===== src/rtl/rr_shared_adder_arb.sv =====
// Round-robin arbiter sharing one registered DW-bit adder between N_REQ
// operand channels, with a single valid/ready result stream.
module rr_shared_adder_arb #(
    parameter int DW    = 32,
    parameter int N_REQ = 4,
    parameter int IDW   = (N_REQ > 1) ? $clog2(N_REQ) : 1,
    parameter int CNT_W = 16
) (
    input  logic                clk,
    input  logic                rst,
    input  logic [N_REQ-1:0]    req_valid,
    output logic [N_REQ-1:0]    req_ready,
    input  logic [N_REQ*DW-1:0] req_a,
    input  logic [N_REQ*DW-1:0] req_b,
    output logic [DW-1:0]       s_data,
    output logic [IDW-1:0]      s_id,
    output logic                s_ovf,
    output logic                s_valid,
    input  logic                s_ready,
    output logic [CNT_W-1:0]    res_cnt
);

    logic [IDW-1:0]   ptr_q, ptr_d;
    logic [DW-1:0]    data_q, data_d;
    logic [IDW-1:0]   id_q, id_d;
    logic             ovf_q, ovf_d;
    logic             valid_q, valid_d;
    logic [CNT_W-1:0] cnt_q, cnt_d;

    logic             found;
    logic [IDW-1:0]   win;
    logic [IDW-1:0]   cand;
    int               idx;
    logic             take;
    logic             xfer;
    logic [DW-1:0]    a_sel, b_sel;
    logic [DW:0]      sum;

    assign take = !valid_q || s_ready;

    // Search ptr, ptr+1, ... wrapping, first valid requester wins
    always_comb begin
        found = 1'b0;
        win   = '0;
        idx   = 0;
        cand  = '0;
        for (int k = 0; k < N_REQ; k++) begin
            idx = int'(ptr_q) + k;
            if (idx >= N_REQ) idx = idx - N_REQ;
            cand = IDW'(idx);
            if (!found && req_valid[cand]) begin
                found = 1'b1;
                win   = cand;
            end
        end
    end

    assign xfer = found && take && !rst;

    always_comb begin
        req_ready = '0;
        if (xfer) req_ready[win] = 1'b1;
    end

    always_comb begin
        a_sel = '0;
        b_sel = '0;
        for (int i = 0; i < N_REQ; i++) begin
            if (win == IDW'(i)) begin
                a_sel = req_a[i*DW +: DW];
                b_sel = req_b[i*DW +: DW];
            end
        end
    end

    assign sum = {1'b0, a_sel} + {1'b0, b_sel};

    always_comb begin
        valid_d = valid_q;
        data_d  = data_q;
        id_d    = id_q;
        ovf_d   = ovf_q;
        ptr_d   = ptr_q;
        if (xfer) begin
            valid_d = 1'b1;
            data_d  = sum[DW-1:0];
            ovf_d   = sum[DW];
            id_d    = win;
            ptr_d   = (win == IDW'(N_REQ - 1)) ? '0 : win + 1'b1;
        end else if (s_ready) begin
            valid_d = 1'b0;
        end
        cnt_d = cnt_q + CNT_W'(valid_q && s_ready);
    end

    always_ff @(posedge clk or posedge rst) begin
        if (rst) begin
            valid_q <= 1'b0;
            data_q  <= '0;
            id_q    <= '0;
            ovf_q   <= 1'b0;
            ptr_q   <= '0;
            cnt_q   <= '0;
        end else begin
            valid_q <= valid_d;
            data_q  <= data_d;
            id_q    <= id_d;
            ovf_q   <= ovf_d;
            ptr_q   <= ptr_d;
            cnt_q   <= cnt_d;
        end
    end

    assign s_valid = valid_q;
    assign s_data  = data_q;
    assign s_id    = id_q;
    assign s_ovf   = ovf_q;
    assign res_cnt = cnt_q;

endmodule


===== config.mk =====
export PLATFORM = sky130hd
export DESIGN_NAME = rr_shared_adder_arb
export DESIGN_NICKNAME = d
export VERILOG_FILES = /design/src/rtl/rr_shared_adder_arb.sv
export SDC_FILE = /design/constraint.sdc
export NUM_CORES = 1
export LEC_CHECK = 0
export BUFFER_PORTS_ARGS = -buffer_cell sky130_fd_sc_hd__clkbuf_2
export CAP_MARGIN = 15
export CELL_PAD_IN_SITES_DETAIL_PLACEMENT = 1
export CELL_PAD_IN_SITES_GLOBAL_PLACEMENT = 1
export CORE_ASPECT_RATIO = 0.7
export CORE_UTILIZATION = 28
export CTS_BUF_LIST = sky130_fd_sc_hd__clkbuf_4 sky130_fd_sc_hd__clkbuf_8 sky130_fd_sc_hd__clkbuf_16
export DETAILED_ROUTE_END_ITERATION = 10
export HOLD_SLACK_MARGIN = 0.1
export PLACE_DENSITY_LB_ADDON = 0.3
export SLEW_MARGIN = 10
export SYNTH_ARGS = -nofsm -noshare
export SYNTH_HDL_FRONTEND = slang
export SYNTH_SLANG_ARGS = --single-unit

===== constraint.sdc =====
create_clock -name clk -period 4.3 [get_ports clk]
set_clock_uncertainty 0.05 [all_clocks]
set_input_delay 0.645 -clock clk [delete_from_list [all_inputs] [get_ports clk]]
set_output_delay 0.645 -clock clk [all_outputs]
set_load 0.01 [all_outputs]

# Yosys cells after proc, flatten, opt, wreduce, memory -nomap -nowiden
# Cells that the tools add are included.
# classes
n_addsub	10
n_reduce_logical	15
mux	34
n_eq_ne	3
magnitude_cmp	10
# op_table
cell	count
$mux W32	8
$add A32 B32 Y33	1
$mux W2	9
$add A16 B1 Y16	1
$lt A2 B3 Y1 const B	5
$mux W1	11
$ge A3 B3 Y1 const B	3
$bmux W1 S2	4
$sub A2 B1 Y2 const B	4
$logic_and A1 B1 Y1	7
$add A2 B2 Y3 const B	2
$logic_not A1 Y1	5
$eq A2 B2 Y1 const B	2
$mux W4	1
$add A2 B1 Y3 const B	1
$ge A2 B3 Y1 const B	1
$add A2 B1 Y2 const B	1
$demux W1 S2	1
$eq A2 B1 Y1 const B	1
$ge A2 B1 Y1 const B	1
$logic_not A2 Y1	1
$reduce_bool A2 Y1	1
$logic_or A1 B1 Y1	1
# totals
reg_bits	54
wordCells	78
input_bits	263
out_inout_bits	56

# Depth between registers and ports, before layout
# Gate-level depths: netlist of the first run.
# logic_depth
depth_word	20
mapped_depth	24
depth_no_buf	22

# Worst setup path before layout of the first run
# Ideal clock, no wire load.
# synth_path
path_kind	input-to-reg
from	input port req_valid[2]
to	register data_q[22], in the netlist s_data[22]
required_ns	4.115
setup_ns	0.135
path_buffers	2
stages	20
arrival_ns	4.406
slack_ns	-0.291
path_cell_list	mux2_2 -> a222oi_1 -> nor2b_1 -> ha_1 -> clkbuf_1 -> clkbuf_1 -> nor2_1 -> a21oi_1 -> nor2_1 -> a21oi_1 -> o21ai_0 -> ha_1 -> o21a_1 -> o21ai_0 -> a31oi_4 -> o31ai_1 -> o21ai_1 -> a311oi_1 -> xor2_1 -> o21ai_0
# synth_via
elab_chain_len	18
word_cells_on_any_way	37
classes_between	1 x add/sub; 3 x eq/ne; 24 x mux; 9 x reduce/logical
# synth_rtl
element	line_no	source
from (decl)	11	input logic [N_REQ-1:0] req_valid,
$bmux W1 S2	51	if (!found && req_valid[cand]) begin
$mux W1 (implied by the code)	51	
$mux W1	51	
$logic_not A1 Y1	51	
$logic_and A1 B1 Y1	51	
$mux W1	51	
$logic_not A1 Y1	51	
$logic_and A1 B1 Y1	51	
$mux W1	51	
$logic_not A1 Y1	51	
$logic_and A1 B1 Y1	51	
$mux W2 (*)	51	
via win[0]	31	logic [IDW-1:0] win;
$logic_not A2 Y1	69	if (win == IDW'(i)) begin
$mux W32 (4 in a row)	69	
$add A32 B32 Y33 (*)	76	assign sum = {1'b0, a_sel} + {1'b0, b_sel};
to (signal assigned)	106	data_q <= data_d;
to (decl)	24	logic [DW-1:0] data_q, data_d;
# The timed path passes the listed nets; every way through them passes the cells marked *. The select of a mux whose other input is x is not followed.
# A chain may end at the register's enable or synchronous reset.

# Worst setup path after layout of the first run
# layout_path
from	register ptr_q[1]
to	register data_q[29], in the netlist s_data[29]
# layout_via
elab_chain_len	20
word_cells_on_any_way	52
classes_between	8 x add/sub; 4 x order compare; 3 x eq/ne; 28 x mux; 9 x reduce/logical
# layout_rtl
element	line_no	source
from (decl)	23	logic [IDW-1:0] ptr_q, ptr_d;
from (signal assigned)	109	ptr_q <= ptr_d;
branches (longest 13 deep; another with $add A2 B1 Y3)	-	
$mux W2 (*)	51	
via win[0]	31	
$logic_not A2 Y1	69	
$mux W32 (4 in a row)	69	
$add A32 B32 Y33 (*)	76	
# Mark *: on every way through the listed nets, which the timed path passes. The select of a mux whose other input is x is not followed.

==> summary.txt, run 1 <==
Fin crit period: 4.60 ns
R2r setup slk: -0.30 ns
Pre-CTS WS: -0.794 ns
VDD IR max: 0.000293 V
Hold_buf cts: 0
Post-route ant nets: 0
Placement Rows: 44
Largest net degree at the start of global routing: 48
Pwr Density: 845 mW/mm²
Via count: 8597
Hold Crit Class: in -> async
Pin slew with the least headroom to its limit: 0.604 ns
Failing checks: negative setup slack
I/O pins: 319
Placed cell count: 1626
Setup crit start kind: flop
Register area share after synthesis: 0.222
Vias per inst: 5.11
Fin Setup TNS: -3.72 ns
Chip Height: 125 µm
Cell Area, Synth: 0.00607 mm²
Synthesis Warnings: 0
DRC viols: 0
Dpl hpwl: 23.0 mm
Top FF cell, synth: dfrtp_1
Global Route Usage Sum: 0.263
Layout Nets: 1707
# diodes: 0
CTS H-Tree Depth: 2
Routed len/inst: 18.0 µm
Tcrit/Tclk final: 1.07
Initial DRC Count: 287
CTS clk-pin slew, worst paths: 0.07 ns
Most frequent cells in the layout: 318 x clkbuf_2, 187 x nand2_1, 161 x buf_4, 142 x nor2_1, 139 x a21oi_1
Final WS setup: -0.301 ns
Layout cell share with drive strength beyond 1: 0.440
Fmax: 217 MHz
Total gr overflow: 0
First-pass GRT wire length: 46.3 mm
#FFs+latches synth: 54
Max Cap Viol: 0
Slew HR: 0.587
Clk sinks: 54
Router iterations before antenna repair: 4
Netlist cell types: 57
WL final: 30.2 mm
TritonCTS Buffers: 5
Kind of end point of the critical path: flop
Status: finished, violations left
Reg-to-reg critical path startpoint: ptr_q[1]
Die area: 0.0223 mm²
Worst EP arrival: 4.75 ns
Fin Hold WS: 0.278 ns
Worst r2r path cells: 21
Number of flops mapped to enable cells by yosys: 0
Number of global-route vias before repair: 8864
Placer Congestion: 0.880
Initial antenna violation count: 0
Syn Inst Count: 953
CP max stage cell: dfrtp_1
Core area: 0.0210 mm²
Kind of critical path: reg -> reg
CP cell instances: mux2_4, a222oi_1, nor2b_2, buf_4, inv_4, buf_4, ha_4, buf_12, buf_4, nor2_1, a21oi_1, o21ai_0, ha_1, a21oi_1, o21ai_1, o221ai_1, a32oi_2, a2111oi_2, or3_4, a21oi_1, o31ai_1
Final cell count without fillers: 1682
Avg Cell Area, Syn: 6.37 µm²
Setup Viol. Count Final: 20
Root Buffer: clkbuf_16
Worst skew pair latency: 0.30 ns
Area Growth Syn to Fin: 68.1%
Most common cell after layout, fill and taps aside: clkbuf_2
RR Endpoint: s_data[29]
Synth Net Count: 1255
Leakage: 5.19 nW
Buffer depth of the longest clock path: 2
Critical Path RT: 4.45 ns
Initial Utilization: 0.290
Fin. max-slew vios: 0
Fin. Hold Viols: 0
Width of the die: 178 µm
Worst Path Max Fanout: 17
RSZ-0062 raised after global routing: true
Final core area utilization: 0.487
CTS tree: done
Slowest stage delay, CP: 0.43 ns
Number of port buffers: 318
Fraction of registers with async set/reset: 1.00
## kinds of logic (layout without fill, tap and decap cells)
logic type | after synthesis | in the layout | share of synthesized area
multiplexers | 2 | 2 | 0.00350
XOR/XNOR | 38 | 38 | 0.0548
flip-flops | 54 | 54 | 0.222
adder cells (fa/ha/maj) | 39 | 39 | 0.0816
AO/OA/AOI/OAI | 332 | 332 | 0.309
AND/OR/NAND/NOR | 405 | 405 | 0.275
buffers and inverters | 83 | 536 | 0.0533
## how the worst max path moves through the flow
stage                             from    endpoint  slack (ns)  depth (start not counted)
after floorplan           req_valid[2]  s_data[30]       0.006                         22
after global placement    req_valid[0]  s_data[29]       -0.68                         22
after detailed placement  req_valid[0]  s_data[29]       -0.79                         22
after CTS                     ptr_q[1]  s_data[29]       -0.34                         22
after global routing          ptr_q[1]  s_data[22]       -0.56                         24
final                         ptr_q[1]  s_data[29]       -0.30                         21
## stage by stage
stage               cell area, µm²  total power [mW]
global route                 10200              9.31
detailed placement            8980              6.63
floorplan                     6120              4.00
CTS                           9880              8.10
global placement              8980              6.51
finish                       10200              8.62
## area by class of cell
class	count	area [µm²]
repair buffers	516	3390
clock buffers	5	125
well taps	276	345
fillers	2740	10800
clock inverters	3	40.0
multi-input cells	816	4910
flip-flops and latches	54	1350
inverters	12	47.5
## flip-flops by register name, summed over array words and instances (netlist names)
register	count
ptr_q	2
res_cnt	16
s_data	32
s_id	2
s_ovf	1
s_valid	1
## critical path, delay by kind of cell (launching register included)
kind                     cells  cell delay [ns]
AO/OA/AOI/OAI               10             1.89
adder cells (fa/ha/maj)      2             0.54
buffers and inverters        5             0.65
flip-flops                   1             0.43
multiplexers                 1             0.32
AND/OR/NAND/NOR              3             0.59
## report_power, final
group,total (mW),switching [mW],internal (mW)
Combinational,7.33,3.85,3.49
Clock,0.461,0.188,0.273
Sequential,0.828,0.127,0.701
## synth_stat cells (all sizes together) (2+ instances only)
library cell	instances	share of area
nand2	191	0.12
a21oi	162	0.13
nor2	147	0.091
o21ai	110	0.091
clkbuf	58	0.036
dfrtp	54	0.22
ha	38	0.078
xnor2	21	0.030
nand3	17	0.014
xor2	17	0.025
a21o	14	0.017
and3	13	0.013
buf	13	0.010
inv	12	0.0074
nand4	10	0.011
o21a	9	0.011
o31ai	8	0.013
and2	6	0.0062
nor3	6	0.0049
nor2b	5	0.0051
a211oi	4	0.0049
a31oi	3	0.0056
nor3b	3	0.0037
a2111oi	2	0.0029
nand2b	2	0.0021
o2111ai	2	0.0029
o21bai	2	0.0025
o221ai	2	0.0029
or3	2	0.0021
## layer usage
metal | vias up | global-route usage | share of wire
met4 | 0 | 0.0397 | 0.013
met3 | 32 | 0.0468 | 0.061
li1 | 4186 | - | -
met2 | 257 | 0.468 | 0.49
met1 | 4122 | 0.335 | 0.43
met5 | - | 0 | 0
## repair_timing
item,CTS,global route
endpoints found under the setup margin,21,28
pin swaps,60,38
gates resized for setup,99,76
gates cloned,5,1
setup buffers,35,10
Note: power is estimated with default switching activity, not from simulation.
==> run 2, diff against run 1 <==
- REMOVE_ABC_BUFFERS: default -> 1
- TNS_END_PERCENT: default -> 5
==> summary.txt, run 2 (synthesis results as in run 1) <==
Worst skew pair latency: 0.30 ns (about the same)
Status: finished, violations left
Reg-to-reg critical path startpoint: ptr_q[1]
WL final: 27.2 mm (-9.9%)
RSZ-0062 raised after global routing: true
Layout Nets: 1676 (-1.8%)
VDD IR max: 0.000259 V (-11%)
Leakage: 4.94 nW (-4.9%)
CTS H-Tree Depth: 2 (unchanged)
Worst r2r path cells: 23 (+9.5%)
# diodes: 0 (unchanged)
Fin Hold WS: 0.264 ns (-0.0139 ns)
Total gr overflow: 0 (unchanged)
Multi-input gate area: 0.00471 mm² (-4.1%)
Initial Utilization: 0.290 (unchanged)
Buffer depth of the longest clock path: 2 (unchanged)
R2r setup slk: -0.24 ns (+0.06 ns)
Fmax: 220 MHz (+1.1%)
Placement Rows: 44 (unchanged)
Most common cell after layout, fill and taps aside: clkbuf_2
Global Route Usage Sum: 0.239 (-0.0242)
Kind of critical path: in -> reg
Fin crit period: 4.55 ns (-0.0521 ns)
Worst Path Max Fanout: 13 (-4)
Critical Path Sink: s_data[30]
Hold Crit Class: in -> async
Dpl hpwl: 21.3 mm (-7.2%)
First-pass GRT wire length: 42.6 mm (-8.0%)
Vias per inst: 4.95 (-3.1%)
Post-route ant nets: 0 (unchanged)
TritonCTS Buffers: 5 (unchanged)
Chip Height: 125 µm (unchanged)
Clk sinks: 54 (unchanged)
Pwr Density: 804 mW/mm² (-4.8%)
I/O pins: 319 (unchanged)
RR Endpoint: s_data[30]
Critical Path RT: 4.45 ns (about the same)
Max Cap Viol: 0 (unchanged)
Kind of end point of the critical path: flop
Initial DRC Count: 287 (unchanged)
Tcrit/Tclk final: 1.06 (-0.0121)
Pin slew with the least headroom to its limit: 0.583 ns (-0.0213 ns)
Router iterations before antenna repair: 4 (unchanged)
Fin. max-slew vios: 0 (unchanged)
Sequential cell area: 0.00135 mm² (unchanged)
CTS tree: done
Via count: 8177 (-4.9%)
Worst EP arrival: 4.70 ns (-0.05 ns)
Root Buffer: clkbuf_16
Fin. Hold Viols: 0 (unchanged)
Number of port buffers: 318 (unchanged)
DRC viols: 0 (unchanged)
Setup Viol. Count Final: 17 (-15%)
Max FFs per register: 32 (unchanged)
Core area: 0.0210 mm² (unchanged)
CTS clk-pin slew, worst paths: 0.08 ns (about the same)
Layout cell share with drive strength beyond 1: 0.407 (-0.0337)
Setup crit start kind: input pin
Slew HR: 0.610 (+0.0232)
Placer Congestion: 0.860 (-2.3%)
Failing checks: negative setup slack
Area Growth Syn to Fin: 59.0%
FILL cells: 2815 (+2.7%)
Final core area utilization: 0.460 (-0.0264)
Width of the die: 178 µm (unchanged)
Hold_buf cts: 0 (unchanged)
Most frequent cells in the layout: 317 x clkbuf_2, 186 x nand2_1, 152 x a21oi_1, 148 x buf_4, 147 x nor2_1
Largest net degree at the start of global routing: 43 (-10%)
Area post-placement: 0.00888 mm² (-1.1%)
Crit path launch: req_valid[0]
Initial antenna violation count: 0 (unchanged)
Final WS setup: -0.249 ns (+0.0521 ns)
Routed len/inst: 16.5 µm (-8.2%)
Number of global-route vias before repair: 8387 (-5.4%)
Die area: 0.0223 mm² (unchanged)
Design Area, Final: 0.00966 mm² (-5.4%)
[run 2: cell types whose count changed in the layout (fill, tap and decap cells not counted), sizes merged]
cell,before,now
inv,12,13
clkbuf,324,323
clkinv,2,1
buf,197,167
[run 2: per-layer routing]
| metal | track usage | part of all wire |
|---|---|---|
| met1 | 0.306 | 0.46 |
| met2 | 0.416 | 0.47 |
| met3 | 0.0420 | 0.057 |
| met4 | 0.0513 | 0.016 |
| met5 | 0 | 0 |
[run 2: through the flow]
| stage | setup WS (ns) | std cells | TNS (ns) | power, mW |
|---|---|---|---|---|
| after floorplan | -2.37 | 882 | -59.86 | 3.87 |
| after global placement | -0.455 | 1610 | -6.38 | 6.23 |
| after detailed placement | -0.714 | 1610 | -11.33 | 6.38 |
| after CTS | -0.243 | 1642 | -2.54 | 7.38 |
| after global routing | -0.423 | 1651 | -6.55 | 8.44 |
| final | -0.249 | 1651 | -1.80 | 7.77 |
[run 2: where the power goes]
part | leakage [nW] | switching (mW) | total (mW) | internal (mW)
registers | 0.683 | 0.129 | 0.829 | 0.700
clock network | 0.0844 | 0.219 | 0.498 | 0.279
logic | 4.17 | 3.38 | 6.44 | 3.06
total | 4.94 | 3.73 | 7.77 | 4.04
[run 2: worst min-delay path by stage]
stage	cells past startpoint	to	startpoint
2_1_floorplan	1	res_cnt[15]	res_cnt[15]
3_3_place_gp	2	s_data[0]	s_data[0]
3_5_place_dp	2	s_data[0]	s_data[0]
4_1_cts	2	res_cnt[15]	rst
5_1_grt	2	res_cnt[15]	rst
6_report	2	s_valid	rst
[run 2: layout make-up]
class / instances / share of cell area
multi-input cells: 816 / 0.487
inverters: 12 / 0.00492
flip-flops and latches: 54 / 0.140
clock inverters: 3 / 0.00492
well taps: 276 / 0.0358
repair buffers: 485 / 0.314
clock buffers: 5 / 0.0130
[run 2: repair_timing]
| action | in CTS | in global routing |
|---|---|---|
| gates cloned | 3 | 0 |
| pin swaps | 36 | 53 |
| resized for setup | 47 | 73 |
| setup endpoints to repair | 20 | 26 |
| setup buffers | 21 | 11 |
[run 2: worst max-delay path: stages]
cell,delay (ns)
clkbuf_8,0.13
mux2_4,0.26
a222oi_1,0.30
nor2b_2,0.25
buf_4,0.13
inv_4,0.03
ha_4,0.21
buf_12,0.17
nand2_1,0.07
nor2_1,0.04
a21oi_1,0.11
nor2_1,0.05
a21oi_1,0.12
o21ai_1,0.09
ha_1,0.31
o21a_1,0.17
o21ai_2,0.06
buf_4,0.14
a31oi_4,0.20
a21oi_2,0.11
o31a_1,0.31
o31ai_4,0.41
nor2_1,0.10
a211o_1,0.27
